File: src/rtl/nios_dut_pio_in_cond.sv
// Input conditioning for a PIO input port: two-flop synchronizer, per-bit debounce,
// change pulse and optional sticky rising-edge flags (NIOS_DUT_PIO_EDGE_CAPTURE_EN).
module nios_dut_pio_in_cond #(
    parameter int WIDTH           = 20,
    parameter int DEBOUNCE_CYCLES = 16
) (
    input  logic             clk,
    input  logic             reset_n,
    input  logic [WIDTH-1:0] raw_in,
    output logic [WIDTH-1:0] data_out,
    output logic             changed,
    input  logic [WIDTH-1:0] edge_clr,
    output logic [WIDTH-1:0] edge_flags,
    output logic             irq
);

    localparam logic [15:0] CNT_MAX = 16'(DEBOUNCE_CYCLES - 1);

    logic [WIDTH-1:0] s1_reg;
    logic [WIDTH-1:0] s2_reg;
    logic [WIDTH-1:0] data_reg;
    logic [WIDTH-1:0] update;
    logic             changed_reg;

    always_ff @(posedge clk or negedge reset_n) begin
        if (!reset_n) begin
            s1_reg <= '0;
            s2_reg <= '0;
        end else begin
            s1_reg <= raw_in;
            s2_reg <= s1_reg;
        end
    end

    genvar gi;
    generate
        for (gi = 0; gi < WIDTH; gi++) begin : g_bit
            logic [15:0] cnt_reg;
            logic        bit_reg;
            logic        mismatch;

            assign mismatch    = (s2_reg[gi] != bit_reg);
            assign update[gi]  = mismatch && (cnt_reg >= CNT_MAX);
            assign data_reg[gi] = bit_reg;

            // Count only while mismatched; any match restarts the run from zero.
            always_ff @(posedge clk or negedge reset_n) begin
                if (!reset_n) begin
                    cnt_reg <= '0;
                    bit_reg <= 1'b0;
                end else if (!mismatch) begin
                    cnt_reg <= '0;
                end else if (cnt_reg >= CNT_MAX) begin
                    cnt_reg <= '0;
                    bit_reg <= s2_reg[gi];
                end else begin
                    cnt_reg <= cnt_reg + 16'd1;
                end
            end
        end
    endgenerate

    always_ff @(posedge clk or negedge reset_n) begin
        if (!reset_n) begin
            changed_reg <= 1'b0;
        end else begin
            changed_reg <= |update;
        end
    end

    assign data_out = data_reg;
    assign changed  = changed_reg;

`ifdef NIOS_DUT_PIO_EDGE_CAPTURE_EN
    logic [WIDTH-1:0] flags_reg;
    logic [WIDTH-1:0] armed_reg;
    logic [1:0]       prime_reg;

    // A bit only arms once the synchronizer holds real samples and a 0 is settled,
    // so inputs already high at reset release never raise a flag.
    always_ff @(posedge clk or negedge reset_n) begin
        if (!reset_n) begin
            flags_reg <= '0;
            armed_reg <= '0;
            prime_reg <= '0;
        end else begin
            prime_reg <= {prime_reg[0], 1'b1};
            armed_reg <= armed_reg | ({WIDTH{prime_reg[1]}} & ~s2_reg & ~data_reg);
            flags_reg <= (flags_reg & ~edge_clr) | (update & s2_reg & armed_reg);
        end
    end

    assign edge_flags = flags_reg;
    assign irq        = |flags_reg;
`else
    logic unused_edge_clr;

    assign unused_edge_clr = ^edge_clr;
    assign edge_flags      = '0;
    assign irq             = 1'b0;
`endif

endmodule

File: config.mk
export PLATFORM = sky130hd
export DESIGN_NAME = nios_dut_pio_in_cond
export DESIGN_NICKNAME = d
export VERILOG_FILES = /design/src/rtl/nios_dut_pio_in_cond.sv
export SDC_FILE = /design/constraint.sdc
export NUM_CORES = 1
export LEC_CHECK = 0
export ABC_AREA = 1
export CAP_MARGIN = 5
export CORE_ASPECT_RATIO = 0.6
export CORE_MARGIN = 8
export CORE_UTILIZATION = 60
export CTS_BUF_LIST = sky130_fd_sc_hd__clkbuf_8
export DETAILED_ROUTE_END_ITERATION = 10
export PLACE_DENSITY = 0.81
export SETUP_SLACK_MARGIN = 0.15
export SLEW_MARGIN = 10
export SYNTH_ARGS = -nofsm -noshare
export SYNTH_HDL_FRONTEND = slang
export SYNTH_SLANG_ARGS = --single-unit
File: constraint.sdc
create_clock -name clk -period 1.6 [get_ports clk]
set_input_delay 0.4 -clock clk [delete_from_list [all_inputs] [get_ports clk]]
set_output_delay 0.4 -clock clk [all_outputs]
set_load 0.01 [all_outputs]
# Word level (Yosys, flattened, before mapping)
# Cells that the tools add are included.
# classes
n_eq_ne	20
n_lt_le_gt_ge	20
addsub	20
n_mux	40
reduce_logical	41
# op_table
operator	count
2-to-1 mux 16 bit	40
adder 16 x 1 -> 16 bit, second input constant	20
greater-or-equal comparator 16 x 4 -> 1 bit, second input constant	20
AND reduction 2 bit	20
logical AND 1 bit	20
inequality test 1 bit	20
OR reduction 20 bit	1
# word_totals
out_inout_bits	42
in_bits	42
ff_bits	381
wordCells	184

# Depth between registers and ports, before layout
# Gate-level depths: netlist (run 1).
# logic_depth
ltp_word	3
depth_mapped	11
depth_no_buf	11

# Least setup slack after synthesis (run 1)
# No wires, ideal clock.
# synth_timing
path_type	reg2reg
from	register g_bit[9].cnt_reg[0]
to	register changed_reg, in the netlist changed
setup_slack_ns	0.262
setup_time_ns	0.119
period_less_slack_ns	1.338
t_arrival_ns	1.220
stages_incl_launch_ff	12
path_cell_list	dfrtp_1 ha_1 nand2_1 nor2_1 nor2_1 nand2_1 nand2_1 nand2_1 nor2_1 nand2_1 nor2_1 nand2_1
# synth_via
elab_chain_cells	3
# synth_rtl
element	line_no	text
start: declaration	38	logic [15:0] cnt_reg;
start signal: assignment	57	cnt_reg <= cnt_reg + 16'd1;
greater-or-equal comparator 16 x 4 -> 1 bit	43	assign update[gi] = mismatch && (cnt_reg >= CNT_MAX);
logical AND 1 bit	43	
OR reduction 20 bit	67	changed_reg <= |update;
end signal: assignment	67	
end: declaration	23	logic changed_reg;
# No other way between the ends.
# A chain may end at the register's enable or synchronous reset.

# Final worst setup path (run 1)
# layout_timing
from	register g_bit[4].cnt_reg[0]
to	register changed_reg, in the netlist changed
# layout_via
elab_chain_cells	3
# layout_rtl
element	line_no
start: declaration	38
start signal: assignment	57
greater-or-equal comparator 16 x 4 -> 1 bit	43
logical AND 1 bit	43
OR reduction 20 bit	67
# No other way between the ends.

==> flow_summary.json, run 1 <==
{
  "status": "finished with violations",
  "violations": "setup timing",
  "setup_viol": 4,
  "clkSlewWorstSetupHoldPaths_ps": 80,
  "largest_register_ffs": 320,
  "critPathMaxStageDelay_ps": 430,
  "reg2regPathDepth": 11,
  "finalHoldViolCount": 0,
  "cts_buffers": 50,
  "min_from": "raw_in[11]",
  "synth_top_area_share_pct": 75.23,
  "cp_slowest_cell": "dfrtp_1",
  "required_ps": 2060,
  "holdPathStages": 1,
  "yosys_warnings": 0,
  "numPortBuffers": 42,
  "fp.dieH_um": 128.6,
  "netlist_instances": 992,
  "grt_pass1_wl_um": 35450,
  "grt_overflow": 0,
  "r2r_slack_ps": -30,
  "io-pin-count": 84,
  "grt_pass1_vias": 7883,
  "dpl.cell_count": 1561,
  "cp_top_family": "simple AND/OR/NAND/NOR gates",
  "final.setup.tns_ps": -69.96,
  "ys_seq_area_share_pct": 75.23,
  "core_area_sq_um": 20880,
  "drtIter0Drc": 404,
  "ant_nets": 0,
  "r2r-end": "changed$_DFF_PN0_",
  "max-vdd-ir-drop_v": 0.0006636,
  "die_area_sq_um": 26180,
  "min_to": "s1_reg[11]$_DFF_PN0_",
  "place_hpwl_um": 12770,
  "die_w_um": 203.6,
  "syn_avg_cell_area_sq_um": 12.78,
  "fillers": 1173,
  "insertion_delay_ps": 580,
  "syn_to_final_growth_pct": 29.78,
  "antenna_found_initial": 0,
  "synth_top_area_cell": "dfrtp_1",
  "hold_ws_ps": 256.4,
  "cts-htree-levels": 2,
  "final_core_util_pct": 78.77,
  "timing.max_cap.violations": 0,
  "p_total_mw": 18.05,
  "final-max-slew-violation-count": 0,
  "wl_per_cell_um": 13.61,
  "finalCriticalPeriod_ps": 1626,
  "floorplan.rows": 41,
  "wl_um": 23640,
  "grtUsageTotal_pct": 16.67,
  "yosysUniqueCellTypes": 20,
  "start_util_pct": 60.70,
  "cp_cell_sequence": "ha_2, nand2_4, nor2_4, nor2_4, nand2_2, nand2_1, nand2_1, nor2_2, nand2_1, nor2_2, nand2_1",
  "path_class": "reg -> reg",
  "ys.flop_type": "dfrtp_1",
  "finalNetCount": 1484,
  "netlist_area_sq_um": 12670,
  "clock_path_buffers": 3,
  "crit_buf_inv": 0,
  "rr_startpoint": "g_bit[4].cnt_reg[0]$_DFF_PN0_",
  "path_max_fanout": 2,
  "gp_congestion": 0.7203,
  "synthTopCellsByArea": "dfrtp_1 75%, nor2_1 7.3%, nand2_1 3.7%, xor2_1 2.8%, buf_4 2.4%",
  "fin_ws_ps": -26.48,
  "cts_tree": "yes",
  "cp-start-kind": "flip-flop",
  "via_per_inst": 4.359,
  "drc": 0,
  "hold_path_class": "in -> reg",
  "p_per_area_nw_per_um2": 1098,
  "seqCellArea_sq_um": 9534,
  "clkSinkCount": 381,
  "grt_start_max_net_pins": 68,
  "drt_first_pass_iters": 5,
  "path_common_cell": "nand2_1",
  "antenna_cells": 0,
  "multi_input_area_sq_um": 4045,
  "ys_ff_latch": 381,
  "cts-root-buf": "clkbuf_8",
  "arrival_ps": 2080,
  "total_leakage_power_nw": 8.036,
  "layout-drive-gt1-share_pct": 23.05,
  "rsz0062_at_grt": "true",
  "instances_no_fill": 1737,
  "fmax_ghz": 0.6148,
  "worstSetupEndpointType": "flip-flop",
  "min_period_over_period_pct": 101.7,
  "synth_edf_count": 0,
  "async_flop_share_pct": 100.0,
  "vias": 7571,
  "finClkSkew_ps": 27.74
}
stage by stage:
step	worst slack [ps]	area, sq um
global route	-115.6	16450
floorplan	261.7	13650
finish	-26.48	16450
detailed placement	-19.97	14380
global placement	43.12	14380
CTS	29.21	15740
placed cells by master, fill, tap and decap left out, types with 4 or more instances in the layout:
| master | Yosys | final |
|---|---|---|
| nand2_2 | 2 | 31 |
| nand3_1 | 41 | 33 |
| nor2_4 | 0 | 6 |
| nand2_1 | 125 | 94 |
| mux2_2 | 17 | 11 |
| a21oi_2 | 4 | 4 |
| buf_12 | 0 | 4 |
| conb_1 | 1 | 261 |
| nor2_1 | 245 | 224 |
| buf_2 | 0 | 12 |
| nor2_2 | 7 | 22 |
| inv_1 | 41 | 54 |
| buf_4 | 41 | 97 |
| buf_6 | 0 | 24 |
| ha_2 | 0 | 18 |
| dfrtp_1 | 381 | 381 |
| clkbuf_8 | 0 | 63 |
| nand3_2 | 0 | 4 |
| nor3b_1 | 14 | 7 |
| clkdlybuf4s50_1 | 0 | 20 |
| xor2_1 | 40 | 40 |
| nor3b_2 | 0 | 6 |
| inv_2 | 0 | 6 |
| mux2_4 | 0 | 9 |
| nand3_4 | 0 | 4 |
report_power, final:
group | internal (mW) | switching [mW] | total, mW
combinational | 0.274 | 0.508 | 0.782
sequential | 10.0 | 0.138 | 10.2
clock | 3.70 | 3.41 | 7.12
total | 14.0 | 4.06 | 18.1
worst max-delay path by stage:
stage               slack (ps)           endpoint                     startpoint  depth (start not counted)
finish                     -30  changed$_DFF_PN0_  g_bit[4].cnt_reg[0]$_DFF_PN0_                         11
global route              -120  changed$_DFF_PN0_  g_bit[9].cnt_reg[0]$_DFF_PN0_                         11
CTS                         30       data_out[16]  g_bit[16].bit_reg$_DFFE_PN0P_                          1
detailed placement         -20  changed$_DFF_PN0_  g_bit[6].cnt_reg[0]$_DFF_PN0_                         11
global placement            40  changed$_DFF_PN0_  g_bit[6].cnt_reg[0]$_DFF_PN0_                         11
floorplan                  260  changed$_DFF_PN0_  g_bit[9].cnt_reg[0]$_DFF_PN0_                         11
Yosys cell counts (3+ instances only):
master and number:
a21oi_2 4, nor3b_1 14, buf_4 41, mux2_1 3, nor3_1 5, nand3_1 41, xor2_1 40, nor2_1 245
inv_1 41, nor2_2 7, mux2_2 17, ha_1 20, dfrtp_1 381, nand2_1 125
layer usage:
metal / vias to the layer above / part of all wire, % / GRT usage (%)
met3: 55 / 4.3 / 4.192
met5: - / 0 / 0
li1: 3660 / - / -
met4: 0 / 2.5 / 5.777
met2: 134 / 53 / 28.02
met1: 3722 / 41 / 21.14
timing repair:
item / CTS / global route
hold buffers: 1 / 0
hold endpoints to repair: 35 / 0
buffers inserted: 48 / 39
setup endpoints to repair: 30 / 66
pin swaps: 29 / 57
cloned: 0 / 0
resized for setup: 114 / 113
area by class of cell:
cell class                 count  share of cell area, %
sequential                   381                  57.97
multi-input combinational    789                  24.59
timing repair buffer         159                  8.292
clock buffer                  63                  5.272
tap                          279                  2.122
inverter                      41                 0.9357
clock inverter                25                 0.8140
cells by family after synthesis:
group	synth area share (%)
AOI/OAI and AO/OA	0.3159
xor gates and xnor gates	2.833
adders and majority gates	1.975
buffers and inverters	3.643
DFF	75.23
muxes	1.777
other	0.02959
and+or+nand+nor	14.20
Note: power is estimated with default switching activity, not from simulation.
==> run 2: changes to the inputs <==
--- a/config.mk
+++ b/config.mk
@@ -12,6 +12,7 @@
 export CORE_UTILIZATION = 60
 export CTS_BUF_LIST = sky130_fd_sc_hd__clkbuf_8
 export DETAILED_ROUTE_END_ITERATION = 10
+export MAX_ROUTING_LAYER = met4
 export PLACE_DENSITY = 0.81
 export SETUP_SLACK_MARGIN = 0.15
 export SLEW_MARGIN = 10
==> flow_summary.json, run 2 (synthesis results as in run 1) <==
{
  "path_max_fanout": 2,
  "core_area_sq_um": 20880,
  "min_period_over_period_pct": 101.0,
  "setup_viol": 4,
  "cts_buffers": 50,
  "violations": "setup timing",
  "grt_start_max_net_pins": 68,
  "seqCellArea_sq_um": 9534,
  "finalNetCount": 1484,
  "cts_tree": "yes",
  "p_per_area_nw_per_um2": 1098,
  "crit_buf_inv": 2,
  "grt_pass1_vias": 7878,
  "finClkSkew_ps": 21.57,
  "critPathMaxStageDelay_ps": 430,
  "antenna_cells": 0,
  "wl_per_cell_um": 13.60,
  "timing.max_cap.violations": 0,
  "fillers": 1173,
  "fin_ws_ps": -16.40,
  "instances_no_fill": 1737,
  "ant_nets": 0,
  "gp_congestion": 0.7287,
  "drtIter0Drc": 367,
  "grtUsageTotal_pct": 17.20,
  "io-pin-count": 84,
  "largest_register_ffs": 320,
  "path_class": "reg -> reg",
  "holdPathStages": 1,
  "place_hpwl_um": 12770,
  "reg2regPathDepth": 8,
  "final-max-slew-violation-count": 0,
  "clkSlewWorstSetupHoldPaths_ps": 80,
  "dpl.cell_count": 1561,
  "required_ps": 2060,
  "wl_um": 23620,
  "worstSetupEndpointType": "flip-flop",
  "arrival_ps": 2070,
  "cp_cell_sequence": "ha_2, nand2_4, nor2_4, nor2_4, nand2_2, buf_6, buf_6, mux2_4",
  "antenna_found_initial": 0,
  "clkSinkCount": 381,
  "hold_path_class": "in -> reg",
  "die_w_um": 203.6,
  "layout-drive-gt1-share_pct": 23.05,
  "grt_pass1_wl_um": 35470,
  "cts-root-buf": "clkbuf_8",
  "multi_input_area_sq_um": 4045,
  "fmax_ghz": 0.6187,
  "clock_path_buffers": 3,
  "status": "finished with violations",
  "floorplan.rows": 41,
  "fp.dieH_um": 128.6,
  "start_util_pct": 60.70,
  "cts-htree-levels": 2,
  "cp-start-kind": "flip-flop",
  "vias": 7577,
  "total_leakage_power_nw": 8.036,
  "cp_slowest_cell": "dfrtp_1",
  "insertion_delay_ps": 580,
  "syn_to_final_growth_pct": 29.78,
  "die_area_sq_um": 26180,
  "grt_overflow": 0,
  "cp_top_family": "flip-flops",
  "via_per_inst": 4.362,
  "max-vdd-ir-drop_v": 0.0006653,
  "finalCriticalPeriod_ps": 1616,
  "finalHoldViolCount": 0,
  "drc": 0,
  "layout_common_cells": "381 x dfrtp_1, 261 x conb_1, 224 x nor2_1",
  "drt_first_pass_iters": 4,
  "final.setup.tns_ps": -48.96,
  "numPortBuffers": 42,
  "final_common_cell": "dfrtp_1",
  "rsz0062_at_grt": "true",
  "path_depth": 8
}
==> run 2: path summary, 6_finish.rpt <==
path                                               start                              end  slack (ps)
min                                           raw_in[11]             s1_reg[11]$_DFF_PN0_         250
max reg2reg                g_bit[4].cnt_reg[0]$_DFF_PN0_     g_bit[4].bit_reg$_DFFE_PN0P_         -20
min in group asynchronous                        reset_n  g_bit[10].cnt_reg[13]$_DFF_PN0_         320
min reg2reg                          s1_reg[4]$_DFF_PN0_              s2_reg[4]$_DFF_PN0_         350
max in group asynchronous                        reset_n  g_bit[19].cnt_reg[14]$_DFF_PN0_         540
max                        g_bit[4].cnt_reg[0]$_DFF_PN0_     g_bit[4].bit_reg$_DFFE_PN0P_         -20
==> run 2: repair_timing <==
action,4_1_cts,5_1_grt
resized for setup,114,113
pin swaps,29,57
setup endpoints to repair,30,66
hold buffers,1,0
hold endpoints to repair,35,0
setup buffers,48,39
==> run 2: power by group <==
group          internal [mW]  switching (mW)  leakage (nW)
Combinational          0.274           0.508          2.82
Sequential              10.0           0.137          4.62
Clock                   3.70            3.42         0.589
==> run 2: metrics by stage <==
stage          power, mW  util [%]  worst slack [ps]  area, sq um  hold slack [ps]
2_1_floorplan      10.64         -             261.7        13650            104.4
3_3_place_gp       10.96     68.89             43.12        14380            332.4
3_5_place_dp       11.00     68.89            -19.97        14380            334.7
4_1_cts            18.10     75.38             29.21        15740            220.6
5_1_grt            18.88     78.77            -115.6        16450            231.1
6_report           18.06     78.77            -16.40        16450            254.8
==> run 2: worst register-to-register path, delay by kind of cell, from the launching register on <==
| family | cells | cell delay (ps) |
|---|---|---|
| AND/OR/NAND/NOR | 4 | 310 |
| adder cells (fa/ha/maj) | 1 | 230 |
| buffers and inverters | 2 | 230 |
| flip-flops | 1 | 430 |
| multiplexers | 1 | 280 |
==> run 2: per-layer routing <==
layer / global-route usage (%) / vias to the layer above / routed length (um)
met5: - / - / 0
met4: 5.777 / 0 / 608
met3: 4.116 / 58 / 953
met2: 28.00 / 137 / 12400
met1: 21.24 / 3721 / 9660
li1: - / 3661 / -
==> run 2: area by class of cell <==
class	instances	area share (%)
multi-input combinational	789	24.59
sequential	381	57.97
tap	279	2.122
clock buffer	63	5.272
timing repair buffer	159	8.292
clock inverter	25	0.8140
inverter	41	0.9357
==> run 3: changes to the inputs <==
--- a/config.mk
+++ b/config.mk
@@ -9,11 +9,10 @@
 export CAP_MARGIN = 5
 export CORE_ASPECT_RATIO = 0.6
 export CORE_MARGIN = 8
-export CORE_UTILIZATION = 60
+export CORE_UTILIZATION = 45
 export CTS_BUF_LIST = sky130_fd_sc_hd__clkbuf_8
 export DETAILED_ROUTE_END_ITERATION = 10
 export MAX_ROUTING_LAYER = met4
-export PLACE_DENSITY = 0.81
 export SETUP_SLACK_MARGIN = 0.15
 export SLEW_MARGIN = 10
 export SYNTH_ARGS = -nofsm -noshare
==> flow_summary.json, run 3 (synthesis results as in run 1) <==
{
  "status": "finished with violations",
  "violations": "setup timing",
  "final_core_util_pct": 58.64,
  "setup_viol": 1,
  "layout_common_cells": "381 x dfrtp_1, 261 x conb_1, 227 x nor2_1",
  "core_area_sq_um": 27640,
  "finalCriticalPeriod_ps": 1609,
  "die_area_sq_um": 33970,
  "start_util_pct": 45.85,
  "cts_buffers": 54,
  "die_w_um": 232.7,
  "cp_cell_sequence": "ha_2, nand2_2, nor2_2, nor2_2, nand2_1, nand2_1, nand4_1, nor2_1, nand2_1",
  "wl_um": 19010,
  "grtUsageTotal_pct": 11.94,
  "max-vdd-ir-drop_v": 0.0006507,
  "crit_path_end": "changed$_DFF_PN0_",
  "finClkSkew_ps": 13.68,
  "insertion_delay_ps": 570,
  "reg2regPathDepth": 9,
  "antenna_cells": 0,
  "path_common_cell": "nand2_1",
  "finalNetCount": 1463,
  "cts-htree-levels": 2,
  "pre_cts_ws_ps": -52.65,
  "arrival_ps": 2060,
  "antenna_found_initial": 0,
  "numPortBuffers": 42,
  "hold_path_class": "in -> reg",
  "final-max-slew-violation-count": 0,
  "p_total_mw": 17.92,
  "rr_startpoint": "g_bit[17].cnt_reg[1]$_DFF_PN0_",
  "timing.max_cap.violations": 0,
  "r2r-end": "changed$_DFF_PN0_",
  "syn_to_final_growth_pct": 27.89,
  "crit_path_start": "g_bit[17].cnt_reg[1]$_DFF_PN0_",
  "cp_slowest_cell": "dfrtp_1",
  "vias": 6970,
  "grt_pass1_vias": 7158,
  "worstSetupEndpointType": "flip-flop",
  "wl_per_cell_um": 10.54,
  "clkSinkCount": 381,
  "drt_first_pass_iters": 4,
  "clkSlewWorstSetupHoldPaths_ps": 60,
  "cts_tree": "yes",
  "gp_congestion": 0.7055,
  "largest_register_ffs": 320,
  "cp-start-kind": "flip-flop",
  "layout-drive-gt1-share_pct": 19.35,
  "rsz0062_at_grt": "true",
  "p_per_area_nw_per_um2": 1106,
  "path_class": "reg -> reg",
  "drtIter0Drc": 244,
  "clock_path_buffers": 3,
  "final_common_cell": "dfrtp_1",
  "ant_nets": 0,
  "required_ps": 2060,
  "grt_start_max_net_pins": 52,
  "path_max_fanout": 2,
  "via_per_inst": 3.864,
  "fmax_ghz": 0.6216,
  "grt_overflow": 0,
  "fp.dieH_um": 146.0,
  "place_hpwl_um": 12020,
  "critPathMaxStageDelay_ps": 390,
  "fin_ws_ps": -8.783,
  "r2r_slack_ps": -9,
  "floorplan.rows": 47,
  "io-pin-count": 84,
  "grt_pass1_wl_um": 32580,
  "finalHoldViolCount": 0,
  "drc": 0,
  "total_leakage_power_nw": 7.888,
  "min_period_over_period_pct": 100.5,
  "cts-root-buf": "clkbuf_8"
}
==> run 3: worst min path at each step <==
stage,from,endpoint,cells after the start
after floorplan,reset_n,changed$_DFF_PN0_,0
after detailed placement,reset_n,g_bit[19].cnt_reg[2]$_DFF_PN0_,1
after CTS,raw_in[11],s1_reg[11]$_DFF_PN0_,1
final,raw_in[11],s1_reg[11]$_DFF_PN0_,1
after global placement,reset_n,g_bit[19].cnt_reg[2]$_DFF_PN0_,1
after global routing,raw_in[8],s1_reg[8]$_DFF_PN0_,1
==> run 3: final cells by class <==
class	instances	area (sq um)
Inverter	41	153.9
Timing Repair Buffer	134	1176
Tap cell	367	459.2
Clock buffer	66	908.4
Fill cell	2322	11430
Multi-Input combinational cell	789	3869
Clock inverter	26	107.6
Sequential cell	381	9534
==> run 3: layer usage <==
layer	share of wire [%]	track usage [%]	routed length (um)	vias up
li1	-	-	-	3625
met1	47	15.44	8861	3227
met2	46	17.89	8800	84
met3	5.2	3.660	984	34
met4	1.9	3.867	361	0
met5	0	-	0	-
==> run 3: metrics by stage <==
step           cell area [sq um]  std cells  hold WS (ps)  setup TNS [ps]
3_3_place_gp               14550       1655         327.4          -33.43
3_5_place_dp               14550       1655         327.2          -52.65
2_1_floorplan              13650       1252         104.4               0
5_1_grt                    16210       1804         208.0          -180.8
6_report                   16210       1804         262.9          -8.783
4_1_cts                    15810       1783         205.3               0
==> run 3: report_power, final <==
group	switching (mW)	leakage [nW]	internal, mW	total, mW
Combinational	0.469	2.65	0.277	0.746
Clock	3.34	0.611	3.69	7.03
Sequential	0.121	4.62	10.0	10.1
==> run 3: timing repair <==
item | in CTS | in global routing
endpoints found under the setup margin | 27 | 50
resized for setup | 106 | 74
hold buffers | 1 | 0
setup buffers | 35 | 21
pin swaps | 23 | 40
endpoints found under the hold margin | 27 | 0
==> run 3: worst max-delay path, delay by kind of cell (launching register included) <==
kind                       cells  cell delay [ps]
and+or+nand+nor                8              930
adders and majority gates      1              200
DFF                            1              390
